## config.mk

```make
export PLATFORM = sky130hd
export DESIGN_NAME = load_store_unit
export DESIGN_NICKNAME = d
export VERILOG_FILES = /design/src/rtl/load_store_unit.sv
export SDC_FILE = /design/constraint.sdc
export NUM_CORES = 1
export LEC_CHECK = 0
export ABC_CLOCK_PERIOD_IN_PS = 2280
export CORE_UTILIZATION = 30
export DETAILED_ROUTE_END_ITERATION = 8
export REMOVE_ABC_BUFFERS = 1
export SLEW_MARGIN = 10
export SYNTH_ARGS = -nofsm -noshare
export SYNTH_HDL_FRONTEND = slang
export SYNTH_SLANG_ARGS = --single-unit
```

## constraint.sdc

```tcl
create_clock -name clk -period 2.28 [get_ports clk]
set_input_delay 0.228 -clock clk [delete_from_list [all_inputs] [get_ports clk]]
set_output_delay 0.228 -clock clk [all_outputs]
set_load 0.03 [all_outputs]
```

## src/rtl/load_store_unit.sv

```systemverilog
// ---------------------------------------------------------------------------
// load_store_unit
//   Initiator side of the data-memory port. Takes one load/store request at a
//   time from the core, drives the word-addressed memory strobes and returns a
//   single-cycle response. Sub-word stores (SB/SH) are done as a
//   read-modify-write of the addressed 32-bit word. Misaligned accesses and
//   illegal funct3 encodings are answered with resp_err and never touch memory.
//
// Ports
//   clk, rst_n        clock, synchronous active-low reset
//   req_valid/ready   request handshake (ready only while idle)
//   req_store         1 = store, 0 = load
//   req_funct3        RV32 width/sign code
//   req_addr          byte address
//   req_wdata         store data
//   resp_valid        one-cycle completion pulse
//   resp_err          misaligned / illegal request (with resp_valid)
//   resp_rdata        extended load data (0 for stores and errors)
//   MemRead/MemWrite  memory strobes, never high together
//   mem_addr          word-aligned byte address to memory
//   mem_wdata         full word written on MemWrite
//   mem_rdata         combinational read data from memory
// ---------------------------------------------------------------------------
module load_store_unit #(
  parameter int ADDR_W = 9
) (
  input  logic              clk,
  input  logic              rst_n,
  input  logic              req_valid,
  output logic              req_ready,
  input  logic              req_store,
  input  logic [2:0]        req_funct3,
  input  logic [ADDR_W-1:0] req_addr,
  input  logic [31:0]       req_wdata,
  output logic              resp_valid,
  output logic              resp_err,
  output logic [31:0]       resp_rdata,
  output logic              MemRead,
  output logic              MemWrite,
  output logic [ADDR_W-1:0] mem_addr,
  output logic [31:0]       mem_wdata,
  input  logic [31:0]       mem_rdata
);

  typedef enum logic [2:0] {
    S_IDLE  = 3'd0,
    S_LD_RD = 3'd1,
    S_ST_RD = 3'd2,
    S_ST_WR = 3'd3,
    S_RESP  = 3'd4
  } state_t;

  state_t            r_state;
  logic [2:0]        r_funct3;
  logic [1:0]        r_lane;
  logic [15:0]       r_wdata;
  logic              r_resp_valid;
  logic              r_resp_err;
  logic [31:0]       r_resp_rdata;
  logic              r_mem_read;
  logic              r_mem_write;
  logic [ADDR_W-1:0] r_mem_addr;
  logic [31:0]       r_mem_wdata;
  logic              w_legal;
  logic              w_accept;

  // Width/sign decode of a load: pick the addressed byte or half, then extend.
  function automatic logic [31:0] load_extend(input logic [31:0] word,
                                              input logic [2:0]  f3,
                                              input logic [1:0]  lane);
    logic [7:0]  b;
    logic [15:0] h;
    logic [31:0] res;
    case (lane)
      2'd0:    b = word[7:0];
      2'd1:    b = word[15:8];
      2'd2:    b = word[23:16];
      default: b = word[31:24];
    endcase
    h = lane[1] ? word[31:16] : word[15:0];
    case (f3)
      3'b000:  res = {{24{b[7]}}, b};
      3'b001:  res = {{16{h[15]}}, h};
      3'b100:  res = {24'd0, b};
      3'b101:  res = {16'd0, h};
      default: res = word;
    endcase
    return res;
  endfunction

  // Replace the addressed byte (SB) or half (SH) of the fetched word.
  function automatic logic [31:0] store_merge(input logic [31:0] word,
                                              input logic [15:0] wd,
                                              input logic [2:0]  f3,
                                              input logic [1:0]  lane);
    logic [31:0] res;
    res = word;
    if (f3 == 3'b000) begin
      case (lane)
        2'd0:    res[7:0]   = wd[7:0];
        2'd1:    res[15:8]  = wd[7:0];
        2'd2:    res[23:16] = wd[7:0];
        default: res[31:24] = wd[7:0];
      endcase
    end else if (lane[1]) begin
      res[31:16] = wd;
    end else begin
      res[15:0] = wd;
    end
    return res;
  endfunction

  // Encoding legality plus natural alignment for halves and words.
  function automatic logic is_legal(input logic       st,
                                    input logic [2:0] f3,
                                    input logic [1:0] lo);
    logic ok;
    case (f3)
      3'b000:  ok = 1'b1;
      3'b001:  ok = ~lo[0];
      3'b010:  ok = (lo == 2'b00);
      3'b100:  ok = ~st;
      3'b101:  ok = ~st & ~lo[0];
      default: ok = 1'b0;
    endcase
    return ok;
  endfunction

  assign w_legal  = is_legal(req_store, req_funct3, req_addr[1:0]);
  assign w_accept = req_valid && (r_state == S_IDLE);

  assign req_ready  = (r_state == S_IDLE);
  assign resp_valid = r_resp_valid;
  assign resp_err   = r_resp_err;
  assign resp_rdata = r_resp_rdata;
  assign MemRead    = r_mem_read;
  assign MemWrite   = r_mem_write;
  assign mem_addr   = r_mem_addr;
  assign mem_wdata  = r_mem_wdata;

  always_ff @(posedge clk) begin
    if (!rst_n) begin
      r_state      <= S_IDLE;
      r_resp_valid <= 1'b0;
      r_resp_err   <= 1'b0;
      r_resp_rdata <= 32'd0;
      r_mem_read   <= 1'b0;
      r_mem_write  <= 1'b0;
      r_mem_addr   <= '0;
      r_mem_wdata  <= 32'd0;
    end else begin
      case (r_state)
        S_IDLE: begin
          r_resp_valid <= 1'b0;
          r_resp_err   <= 1'b0;
          r_mem_read   <= 1'b0;
          r_mem_write  <= 1'b0;
          if (w_accept) begin
            r_funct3 <= req_funct3;
            r_lane   <= req_addr[1:0];
            r_wdata  <= req_wdata[15:0];
            if (!w_legal) begin
              // Rejected requests answer next cycle without any strobe.
              r_state      <= S_RESP;
              r_resp_valid <= 1'b1;
              r_resp_err   <= 1'b1;
              r_resp_rdata <= 32'd0;
            end else begin
              r_mem_addr <= {req_addr[ADDR_W-1:2], 2'b00};
              if (!req_store) begin
                r_state    <= S_LD_RD;
                r_mem_read <= 1'b1;
              end else if (req_funct3 == 3'b010) begin
                r_state     <= S_ST_WR;
                r_mem_write <= 1'b1;
                r_mem_wdata <= req_wdata;
              end else begin
                r_state    <= S_ST_RD;
                r_mem_read <= 1'b1;
              end
            end
          end
        end
        S_LD_RD: begin
          r_mem_read   <= 1'b0;
          r_resp_valid <= 1'b1;
          r_resp_err   <= 1'b0;
          r_resp_rdata <= load_extend(mem_rdata, r_funct3, r_lane);
          r_state      <= S_RESP;
        end
        S_ST_RD: begin
          // Fetched word is merged and written on the very next cycle.
          r_mem_read  <= 1'b0;
          r_mem_write <= 1'b1;
          r_mem_wdata <= store_merge(mem_rdata, r_wdata, r_funct3, r_lane);
          r_state     <= S_ST_WR;
        end
        S_ST_WR: begin
          r_mem_write  <= 1'b0;
          r_resp_valid <= 1'b1;
          r_resp_err   <= 1'b0;
          r_resp_rdata <= 32'd0;
          r_state      <= S_RESP;
        end
        S_RESP: begin
          r_resp_valid <= 1'b0;
          r_resp_err   <= 1'b0;
          r_state      <= S_IDLE;
        end
        default: begin
          r_resp_valid <= 1'b0;
          r_mem_read   <= 1'b0;
          r_mem_write  <= 1'b0;
          r_state      <= S_IDLE;
        end
      endcase
    end
  end

endmodule

```

==> results.md, run 1 <==
- Status: finished, final reports clean
- Post-DRT Antenna Nets: 0
- Ys flop type: dfxtp_1
- P_leak: 2.54 nW
- First-pass GRT wire length: 25000 um
- Synthesized area per cell: 9.53 um^2
- Minimum clock period: 2000 ps
- Number of synthesized flops with an enable pin: 21
- Clk sink count: 99
- I/O Pins: 158
- Multi-input gate area: 0.00240 mm^2
- Register area share after synthesis: 45.3%
- Max VDD drop: 336 uV
- Final hold viol count: 0
- Tcrit/Tclk final: 87.9%
- FMAX: 499 MHz
- Yosys warnings: 0
- Clk_skew: 9.66 ps
- Setup_tns: 0 ps
- Initial drt markers: 210
- FFs w/ async S/R, synth: 0%
- Core Rows: 46
- Count of final setup violators: 0
- Vias: 4637
- Tot GR Track Use: 19.8%
- CTS resizes: 0
- RSZ-0062 raised after global routing: no
- Initial antenna violation count: 0
- Core ar.: 0.0158 mm^2
- Vias per Instance: 5.26
- CP endpoint kind: primary output
- Slew @ Worst Pin: 820 ps
- Required @ worst endpoint: 2050 ps
- Port Buf Inserts: 155
- Starting Density: 30.6%
- Worst-path clk slew: 70 ps
- Post-Place Worst Slack: 77.3 ps
- Drt drc: 0
- Relative slew margins: 45.3%
- Clock Latency Late Sink: 360 ps
- Die Wd: 129 um
- Commonest non-fill, non-tap cells in the layout: clkdlybuf4s50_1 (155), dfxtp_1 (78), nand2_1 (76), nand3_1 (56), buf_4 (29)
- Pwr Density: 604 mW/mm^2
- Unique masters post-synth: 56
- Hold-fix buffers, CTS: 0
- Fillers: 1525
- Clk buf depth: 2
- Setup WS post-layout: 277 ps
- Routed WL per cell: 18.0 um
- N_diodes: 0
- Seq cells post-synth: 99
- Hold Crit Class: register to register
- Clk Tree Root Cell: clkbuf_16
- CTS tree: done
- Placer Congestion: 0.853
- Fin util: 44.1%
- Die H: 129 um
- H-tree depth: 3
- Area added between synthesis and finish: 44.3%
- Worst Path Class, Setup: register to primary output
- Number of global-route vias before repair: 4552
- Reg area: 0.00219 mm^2
- First-pass DRT Iterations: 5
- Commonest non-fill, non-tap cell in the layout: clkdlybuf4s50_1
- Placed wire-length estimate: 12300 um
- Inserted Clock Buffers: 9
- Max Cap Viol: 0
- Post-CTS setup buffers: 0
- Drt total wl: 15900 um
- Share of layout cells above drive strength 1: 16.2%
- Final slew viol count: 0
- Synthesized instance count: 508
- Largest net degree at the start of global routing: 33
- Mapped cell area: 0.00484 mm^2
- Die area: 0.0167 mm^2
- Crit start category: register
- CP Max Fanout: 13
- Nets@finish: 741
- GRT overflow: 0
- Worst Path Arrival: 1780 ps
[power breakdown]
part | internal [W] | switching [W]
Clock | 0.000802 | 0.000681
Combinational | 0.000384 | 0.000429
Sequential | 0.00187 | 0.0000506
Total | 0.00306 | 0.00116
[path summary, 6_finish.rpt]
kind	depth (start not counted)	endpoint	slack [ps]	from
hold reg to reg	1	resp_rdata[11]	450	resp_rdata[11]
hold / removal	1	resp_rdata[11]	450	resp_rdata[11]
setup reg to reg	4	mem_wdata[9]	330	r_state[2]
setup / recovery	2	req_ready	280	r_state[2]
[worst max-delay path, cell delays in order, from the launching register on]
cell	delay (ps)
dfxtp_1	440
nor3_2	270
clkdlybuf4s50_1	710
[metrics by stage]
step           hold slack [ps]  cell area, um^2  instances  total power (W)
6_report                   454             6990        882          0.00422
5_1_grt                    457             6990        882          0.00439
4_1_cts                    442             6990        882          0.00425
3_5_place_dp               444             6700        866          0.00277
3_3_place_gp               437             6700        866          0.00276
2_1_floorplan              327             4640        465          0.00234
[final cells by class]
type,instances,share of cell area (%)
Sequential cell,99,31.4
Inverter,13,0.699
Multi-Input combinational cell,353,34.3
Timing Repair Buffer,185,25.6
Clock inverter,5,0.519
Clock buffer,11,3.62
Tap cell,216,3.87
[metal layers]
| metal | part of all wire, % | global-route usage, % | up-vias |
|---|---|---|---|
| li1 | - | - | 2192 |
| met4 | 1.3 | 6.02 | 0 |
| met5 | 0 | 0 | - |
| met1 | 43 | 25.2 | 2236 |
| met3 | 8.8 | 5.82 | 18 |
| met2 | 47 | 32.3 | 191 |
[flip-flops by register name, indices dropped and copies added (netlist names), 2 cells and up]
signal / flops
resp_rdata: 32
mem_addr: 7
r_wdata: 16
r_funct3: 3
r_state: 3
r_lane: 2
mem_wdata: 32
[cell usage after synthesis, types with 2 or more instances]
cell / n / area share [%]
a21o_1: 9 / 1.4
a21oi_1: 9 / 0.93
a221oi_1: 8 / 1.4
a31oi_1: 24 / 3.1
and4bb_2: 2 / 0.52
buf_1: 6 / 0.47
buf_2: 16 / 1.7
buf_4: 4 / 0.62
clkbuf_1: 16 / 1.2
dfxtp_1: 78 / 32
edfxtp_1: 21 / 13
inv_1: 13 / 1.0
mux2_2: 28 / 6.5
mux2i_1: 14 / 2.9
nand2_1: 76 / 5.9
nand2_2: 2 / 0.26
nand2b_1: 6 / 0.78
nand3_1: 56 / 5.8
nand3b_1: 3 / 0.47
nor2_1: 15 / 1.2
nor2b_1: 3 / 0.39
nor3_1: 6 / 0.62
o211ai_1: 25 / 3.9
o21a_1: 2 / 0.31
o21ai_0: 10 / 1.0
o221a_2: 16 / 3.7
o311a_1: 3 / 0.62
o31a_1: 8 / 1.4
or3_1: 2 / 0.26
[kinds of logic after synthesis]
| kind of cell | count (synthesis) | synth area share (%) |
|---|---|---|
| muxes | 43 | 9.87 |
| AOI/OAI and AO/OA | 127 | 21.2 |
| DFF | 99 | 45.3 |
| buffers and inverters | 57 | 5.32 |
| other | 1 | 0.0774 |
| and+or+nand+nor | 181 | 18.2 |
Note: power is estimated with default switching activity, not from simulation.
==> inputs of run 2 (changes only) <==
Settings changed: CELL_PAD_IN_SITES_DETAIL_PLACEMENT set to 0, CELL_PAD_IN_SITES_GLOBAL_PLACEMENT set to 1, PLACE_DENSITY set to 0.79.
==> run 2 against run 1 <==
Effect of this change:
- highest routed layer unchanged
- total power is 2.2% lower
- sequential power about the same
- first-iteration DRC count grew 18%
- critical path type is now register to register
- critical path depth up 2
- largest cell class unchanged
- cell count up 0.11%
- hold slack better by 12 ps
- clock-buffer cell count shrank 1
==> results.md, run 2 (synthesis gave the netlist of run 1 again) <==
- WHS Endpoint: resp_rdata[14]
- Number of global-route vias before repair: 4539 (-0.29%)
- Crit start category: register
- Die area: 0.0167 mm^2 (unchanged)
- Relative slew margins: 47.8% (+2.5 points)
- FMAX: 503 MHz (+0.69%)
- I/O Pins: 158 (unchanged)
- Clk buf depth: 2 (unchanged)
- Worst r2r src: r_state[2]
- Setup_tns: 0 ps (unchanged)
- Setup WS post-layout: 291 ps (+13.7 ps)
- RSZ-0062 raised after global routing: no
- Starting Density: 30.6% (unchanged)
- Initial antenna violation count: 0 (unchanged)
- Placed wire-length estimate: 12200 um (-1.2%)
- Fillers: 1488 (-2.4%)
- Tot GR Track Use: 19.2% (-0.57 points)
- Largest net degree at the start of global routing: 35 (+6.1%)
- Routed WL per cell: 17.9 um (-0.55%)
- Max Cap Viol: 0 (unchanged)
- Commonest non-fill, non-tap cells in the layout: clkdlybuf4s50_1 (155), dfxtp_1 (78), nand2_1 (76), nand3_1 (56), buf_4 (30)
- Hold-fix buffers, CTS: 0 (unchanged)
- Fin util: 44.0% (-0.13 points)
- Die Wd: 129 um (unchanged)
- Die H: 129 um (unchanged)
- GRT overflow: 0 (unchanged)
- Worst R2R Setup Slack: 290 ps (-40 ps)
- Required @ worst endpoint: 2510 ps (+460 ps)
- Multi-input gate area: 0.00240 mm^2 (unchanged)
- First-pass DRT Iterations: 5 (unchanged)
- Count of final setup violators: 0 (unchanged)
- Post-DRT Antenna Nets: 0 (unchanged)
- Pwr Density: 592 mW/mm^2 (-1.9%)
- Reg2reg end: mem_wdata[15]
- P_leak: 2.54 nW (-0.15%)
- Pint: 0.00298 W (-2.3%)
- Worst-path clk slew: 70 ps (about the same)
- Commonest non-fill, non-tap cell in the layout: clkdlybuf4s50_1
- Slew @ Worst Pin: 782 ps (-37.6 ps)
- Reg power frac: 46.6% (+1.1 points)
- Post-Place Worst Slack: 105 ps (+27.9 ps)
- Core Rows: 46 (unchanged)
- Clock Latency Late Sink: 350 ps (about the same)
- WHS Path Cells: 1 (unchanged)
- Status: finished, final reports clean
- Combinational power share: 19.6% (+0.3 points)
- Final hold viol count: 0 (unchanged)
- R2R cell count: 4 (unchanged)
- Placer Congestion: 0.865 (+1.5%)
- Max VDD drop: 326 uV (-3.0%)
- Vias: 4624 (-0.28%)
- CP endpoint kind: register
- Minimum clock period: 1990 ps (-13.7 ps)
- Initial drt markers: 247 (+18%)
- Cell area after layout: 0.00697 mm^2 (-0.29%)
- Share of layout cells above drive strength 1: 16.0% (-0.17 points)
- Clk sink count: 99 (unchanged)
- Nets@finish: 742 (+0.13%)
- Inserted Clock Buffers: 9 (unchanged)
- Clk Tree Root Cell: clkbuf_16
- Area added between synthesis and finish: 43.9%
- Hold Startpoint: resp_rdata[14]
- Sw Ratio: 27.6% (+0.11 points)
- Drt total wl: 15800 um (-0.44%)
- Worst Path Arrival: 2220 ps (+440 ps)
- Final slew viol count: 0 (unchanged)
- CP Max Fanout: 34 (+21)
- Reg area: 0.00219 mm^2 (unchanged)
- Vias per Instance: 5.24 (-0.39%)
- Drt drc: 0 (unchanged)
- Tcrit/Tclk final: 87.3% (-0.60 points)
- Port Buf Inserts: 155 (unchanged)
- Hold Crit Class: register to register
- CTS tree: done
- CTS resizes: 0 (unchanged)
- Placed Area: 0.00670 mm^2 (+0.11%)
- First-pass GRT wire length: 24300 um (-3.0%)
- Clock network power share: 33.7% (-1.5 points)
- H-tree depth: 3 (unchanged)
- Worst Path Class, Setup: register to register
- Core ar.: 0.0158 mm^2 (unchanged)
- N_diodes: 0 (unchanged)
- Psw: 0.00114 W (-1.8%)
- Clk_skew: 9.48 ps (-0.185 ps)
- Post-CTS setup buffers: 0 (unchanged)
## run 2: stage by stage
| step | total power (W) | hold slack (ps) | instances |
|---|---|---|---|
| after detailed placement | 0.00277 | 452 | 867 |
| final | 0.00413 | 465 | 883 |
| after global placement | 0.00276 | 447 | 867 |
| after floorplan | 0.00234 | 327 | 465 |
| after CTS | 0.00415 | 456 | 883 |
| after global routing | 0.00427 | 459 | 883 |
## run 2: metal layers
layer	vias up	track usage (%)	routed length, um
met3	17	6.07	1300
li1	2197	-	-
met1	2202	24.1	6780
met5	-	0	0
met2	208	31.9	7530
met4	0	5.19	231
## run 2: worst max path at each step
stage             startpoint       endpoint  slack (ps)  depth (start not counted)
2_1_floorplan     r_state[0]  mem_wdata[31]         150                          4
3_3_place_gp   req_funct3[0]  mem_wdata[25]         200                          5
3_5_place_dp   req_funct3[0]  mem_wdata[30]         110                          5
4_1_cts           r_state[2]      req_ready         290                          2
5_1_grt           r_state[2]  mem_wdata[26]         150                          4
6_report          r_state[2]  mem_wdata[15]         290                          4
## run 2: power groups by stage
stage                     Sequential, W  Clock (W)  Combinational (W)
final                           0.00192    0.00139           0.000810
after global routing            0.00193    0.00148           0.000863
after CTS                       0.00192    0.00141           0.000812
after detailed placement        0.00196          0           0.000809
after global placement          0.00196          0           0.000797
after floorplan                 0.00207          0           0.000267
## run 2: critical path, stage by stage (launching register included)
cell and delay (ps):
dfxtp_1 570, or3b_1 290, buf_4 370, nand2_2 290, o221a_2 350
## run 2: area by class of cell
| type | count | area share (%) |
|---|---|---|
| clock inverter | 6 | 0.467 |
| clock buffer | 10 | 3.29 |
| timing repair buffer | 186 | 25.8 |
| inverter | 13 | 0.701 |
| multi-input combinational | 353 | 34.4 |
| tap | 216 | 3.88 |
| sequential | 99 | 31.5 |
==> inputs of run 3 (changes only) <==
Settings changed: TNS_END_PERCENT set to 5.
==> results of run 3 <==
No change in the layout: final DEF, timing and power equal those of run 2.
==> RTL change 1, RTL diff (flow settings as in run 2) <==
Put one more register stage on the output `resp_err`, with the module's reset. The value now appears one clock later. The other outputs are not delayed to match.
--- a/src/rtl/load_store_unit.sv
+++ b/src/rtl/load_store_unit.sv
@@ -131,7 +131,13 @@
 
   assign req_ready  = (r_state == S_IDLE);
   assign resp_valid = r_resp_valid;
-  assign resp_err   = r_resp_err;
+  always_ff @(posedge clk) begin
+    if (!rst_n) begin
+      resp_err <= '0;
+    end else begin
+      resp_err <= r_resp_err;
+    end
+  end
   assign resp_rdata = r_resp_rdata;
   assign MemRead    = r_mem_read;
   assign MemWrite   = r_mem_write;
Behaviour: not the same (a bounded check fails within 4 cycles, from zero or initial values and one cycle with rst_n low).
==> RTL change 1 against run 2 <==
  * Die area is 3.8% lower
  * Synthesized cell count is 7.1% lower
  * Setup slack worse by 31 ps
  * Sequential share of layout area is 1.0 points higher
  * Power is 3.1% higher
  * Clock power is 14% higher
  * Design area is 2.3% lower
  * Cell count is 7.1% lower
  * Area after synthesis is 3.8% lower
  * Sequential cell count is 1 higher
  * Routed wire length is 0.85% lower
  * Critical path type unchanged
==> RTL change 1: results (changes against run 2) <==
[placement]
dp.cells = 804  ; -7.3%
place_hpwl_microns = 12000  ; -1.7%
io_buffers = 155  ; unchanged
gp_congestion = 0.839  ; -3.0%
dpl_worst_slack_ps = 6.77  ; -98.4 ps
detailed_place.area_sq_um = 6500  ; -3.1%

[finish]
diodes = 0  ; unchanged
drive_above_1_share = 0.101  ; -0.0592
stdcell_count = 820  ; -7.1%
ff_latch_area_sq_um = 2210  ; +0.91%
fill_cells = 1456  ; -2.2%
nNetsFinal = 707  ; -4.7%

[routing]
firstDrtPassIters = 7  ; +2
routed_wl_microns = 15700  ; -0.85%
drt_iter0_markers = 377  ; +53%
vias_per_cell = 5.44  ; +3.9%

[outcome]
status = completed

[clocking]
cts_root_buf = clkbuf_16
cts_resized = 0  ; unchanged
clock_path_buffers = 2  ; unchanged
postCtsSetupBuffers = 0  ; unchanged
cts_made_buffers = 9  ; unchanged
htreeDepth = 3  ; unchanged
clk_latency_ps = 350  ; about the same
clk_pin_slew_worst_paths_ps = 70  ; about the same

[critical_path]
worst-path-max-fanout = 19  ; -44%
crit_slowest_cell = and2_1
max_stage_delay_ps = 580

[synth]
synth.distinct_cells = 47  ; -16%
synth_xor_area_frac = 0  ; unchanged
ys.flop_type = dfxtp_1
synthMuxAreaShare = 0.0948  ; -0.00387
synth-compound-area-share = 0.232  ; +0.0195
synth_edf_count = 21  ; unchanged
seq_area_frac_synth = 0.475  ; +0.0223
synthTopCellsByArea = dfxtp_1 34%, edfxtp_1 14%, mux2i_1 7.3%
synthAdderAreaFrac = 0  ; unchanged
syn_inst = 472  ; -7.1%
synthTopCellsByCount = 79 x dfxtp_1, 76 x nand2_1, 34 x mux2i_1

[pwr]
p_seq_w = 0.00194
irDropWorstVdd_mv = 0.438  ; +34%
power_leakage_nw = 2.69  ; +6.1%
swShare = 0.274  ; -0.00252
pg_comb_w = 0.000732  ; -9.6%
p_per_area_nw_per_um2 = 625  ; +5.6%

[worst_hold_path]
worst_hold_path_type = input port to register

[global_route]
grt_max_degree = 33  ; -5.7%
grt_usage = 0.196  ; +0.00420
first_global_vias = 4322  ; -4.8%
antenna_found_initial = 0  ; unchanged
grt_pass1_wl_microns = 23900  ; -1.4%

[sta]
worst_clock_skew_ps = 9.59  ; +0.119 ps
worst_pin_slew_ps = 671  ; -111 ps
setup_viol_count_final = 0  ; unchanged

-- RTL change 1: cell count changes after synthesis, moves of 8 or more --
cell / change
a21o_1: +13
a221o_1: +32
a31oi_1: -13
a32oi_1: +16
and3_1: +10
mux2_2: -21
mux2i_1: +20
nand3_1: -41
o211ai_1: -24
o21ai_0: +10
o221a_2: -16
o31a_1: -8
-- RTL change 1: path summary, 6_finish.rpt --
check,from,endpoint,slack (ps),cells past startpoint
worst max-delay path,r_state[0]$_SDFFE_PN0P_,resp_rdata[28]$_SDFFE_PN0P_,260,4
worst min-delay path,req_addr[5],mem_addr[5]$_SDFFE_PN0P_,440,3
worst max register to register,r_state[0]$_SDFFE_PN0P_,resp_rdata[28]$_SDFFE_PN0P_,260,4
worst min register to register,resp_rdata[0]$_SDFFE_PN0P_,resp_rdata[0]$_SDFFE_PN0P_,460,1
-- RTL change 1: layout make-up --
class	count	share of cell area
clock buffer	9	0.0331
clock inverter	7	0.0121
inverter	6	0.00331
multi-input combinational	330	0.335
sequential	100	0.325
tap	188	0.0346
timing repair buffer	180	0.257
-- RTL change 1: cell families (layout without fill, tap and decap cells) --
| logic type | count (synthesis) | count (layout) |
|---|---|---|
| mux | 42 | 42 |
| simple gates | 150 | 150 |
| buf+inv | 43 | 202 |
| flops | 100 | 100 |
| other cells | 1 | 2 |
| compound gates | 136 | 136 |
-- RTL change 1: layer usage --
layer,global-route usage,vias up,part of all wire
met1,0.248,2160,0.43
met2,0.318,191,0.47
met4,0.0503,0,0.013
met3,0.0700,15,0.091
li1,-,2094,-
met5,0,-,0
-- RTL change 1: worst min-delay path: stages --
cell	delay [ps]
clkdlybuf4s50_1	390
nand2_1	50
o21ai_0	60
==> RTL change 2, RTL diff (settings of run 2) <==
Made on the original files. The parameter `ADDR_W` goes from 9 to 7.
--- a/src/rtl/load_store_unit.sv
+++ b/src/rtl/load_store_unit.sv
@@ -22,7 +22,7 @@
 //   mem_rdata         combinational read data from memory
 // ---------------------------------------------------------------------------
 module load_store_unit #(
-  parameter int ADDR_W = 9
+  parameter int ADDR_W = 7
 ) (
   input  logic              clk,
   input  logic              rst_n,
Interface: changed (resized mem_addr and req_addr); port bits go from 158 to 154. No check against the original RTL was run, so the function may have changed too.
==> RTL change 2 against run 2 <==
  * Setup slack lost 61 ps
  * Core utilization rose by 0.72 points
  * Power shrank 0.99%
  * Sequential cell count fell by 2
  * Design area is 2.0% lower
  * Count of clock-buffer cells in the layout grew 3
  * Area after synthesis is 3.1% lower
  * Routed wire length is 1.1% lower
==> RTL change 2: results (changes against run 2) <==
[outcome]
status = completed

[global_route]
grt_usage = 0.196  ; +0.00329
grtUsageMet2 = 0.329  ; +0.00946
grt_max_degree = 38  ; +8.6%
met1_usage = 0.241  ; about the same
first_global_vias = 4367  ; -3.8%
met3_usage = 0.0523  ; -0.00835

[finish]
diodes = 0  ; unchanged
drive_above_1_share = 0.138  ; -0.0220
nNetsFinal = 723  ; -2.6%
stdcell_count = 861  ; -2.5%

[critical_path]
crit_end = req_ready
critPathLaunch = r_state[0]$_SDFFE_PN0P_
reg2reg_slack_ps = 340  ; +50 ps
r2r-start = r_lane[1]$_DFFE_PP_
reg2reg_to = resp_rdata[27]$_SDFFE_PN0P_
critPathArrivalTime_ps = 1820  ; -400 ps
r2r_cells = 6  ; +2
crit_slowest_cell = clkdlybuf4s50_1
max_stage_delay_ps = 720  ; +150 ps

[placement]
detailed_place.area_sq_um = 6560  ; -2.2%
io_buffers = 151  ; -2.6%
dp.cells = 845  ; -2.5%
place_hpwl_microns = 12000  ; -1.5%
gp_congestion = 0.817  ; -5.6%

[routing]
wirelength_met1_microns = 6830  ; +0.80%
drt_iter0_markers = 281  ; +14%
met2_length_microns = 7420  ; -1.5%
routed_wl_microns = 15700  ; -1.1%
num_vias = 4449  ; -3.8%

[synth]
avgSynthCellArea_sq_um = 9.52  ; -0.15%
synthTopCellsByCount = 76 x dfxtp_1, 76 x nand2_1, 41 x nand3_1
synthTopCellsByArea = dfxtp_1 32%, edfxtp_1 13%, mux2_2 6.7%
synth.distinct_cells = 55  ; -1.8%

[sta]
worst_clock_skew_ps = 8.19  ; -1.28 ps
worst_pin_slew_ps = 811  ; +28.6 ps

[worst_hold_path]
holdPathEnd = resp_rdata[9]$_SDFFE_PN0P_
min_from = resp_rdata[9]$_SDFFE_PN0P_

[pwr]
power_leakage_nw = 2.48  ; -2.3%

==> RTL change 2: changes by cell type in the layout (fill, tap and decap cells not counted), moves of 4 or more <==
cell / run 2 / this run
o221a_1: 0 / 10
o221a_2: 16 / 6
o21ai_0: 10 / 26
o221ai_1: 0 / 8
nand3_1: 56 / 41
clkdlybuf4s50_1: 155 / 151
o211ai_1: 25 / 11
==> RTL change 2: stage by stage <==
stage | util | setup TNS (ps) | worst slack [ps]
2_1_floorplan | - | -11110 | -748
3_3_place_gp | 0.430 | 0 | 74.9
3_5_place_dp | 0.430 | -39.1 | -32.9
4_1_cts | 0.447 | 0 | 198
5_1_grt | 0.447 | 0 | 126
6_report | 0.447 | 0 | 230
==> RTL change 2: cells by family (layout without fill, tap and decap cells) <==
logic type / Yosys count / after routing / synth area share
muxes: 43 / 43 / 0.102
buffers and inverters: 56 / 212 / 0.0515
DFF: 97 / 97 / 0.459
and+or+nand+nor: 158 / 158 / 0.161
other: 1 / 2 / 0.000799
AOI/OAI and AO/OA: 138 / 138 / 0.226
==> RTL change 2: worst register-to-register path: stages (launching register included) <==
cell	delay (ps)
edfxtp_1	590
buf_4	290
mux2i_1	110
a2111oi_0	420
o211ai_1	140
buf_4	230
nand3_1	100
==> RTL change 2: cell type report <==
class	instances	area [sq um]
fillers	1501	8430
multi-input cells	341	2310
flip-flops and latches	97	2150
repair buffers	182	1780
well taps	211	264
clock buffers	13	250
inverters	14	52.6
clock inverters	3	16.3
==> RTL change 2: report_power, final <==
| part | switching [W] | internal [W] |
|---|---|---|
| Clock | 0.000648 | 0.000768 |
| Sequential | 0.0000513 | 0.00183 |
| Combinational | 0.000414 | 0.000370 |
| Total | 0.00111 | 0.00297 |
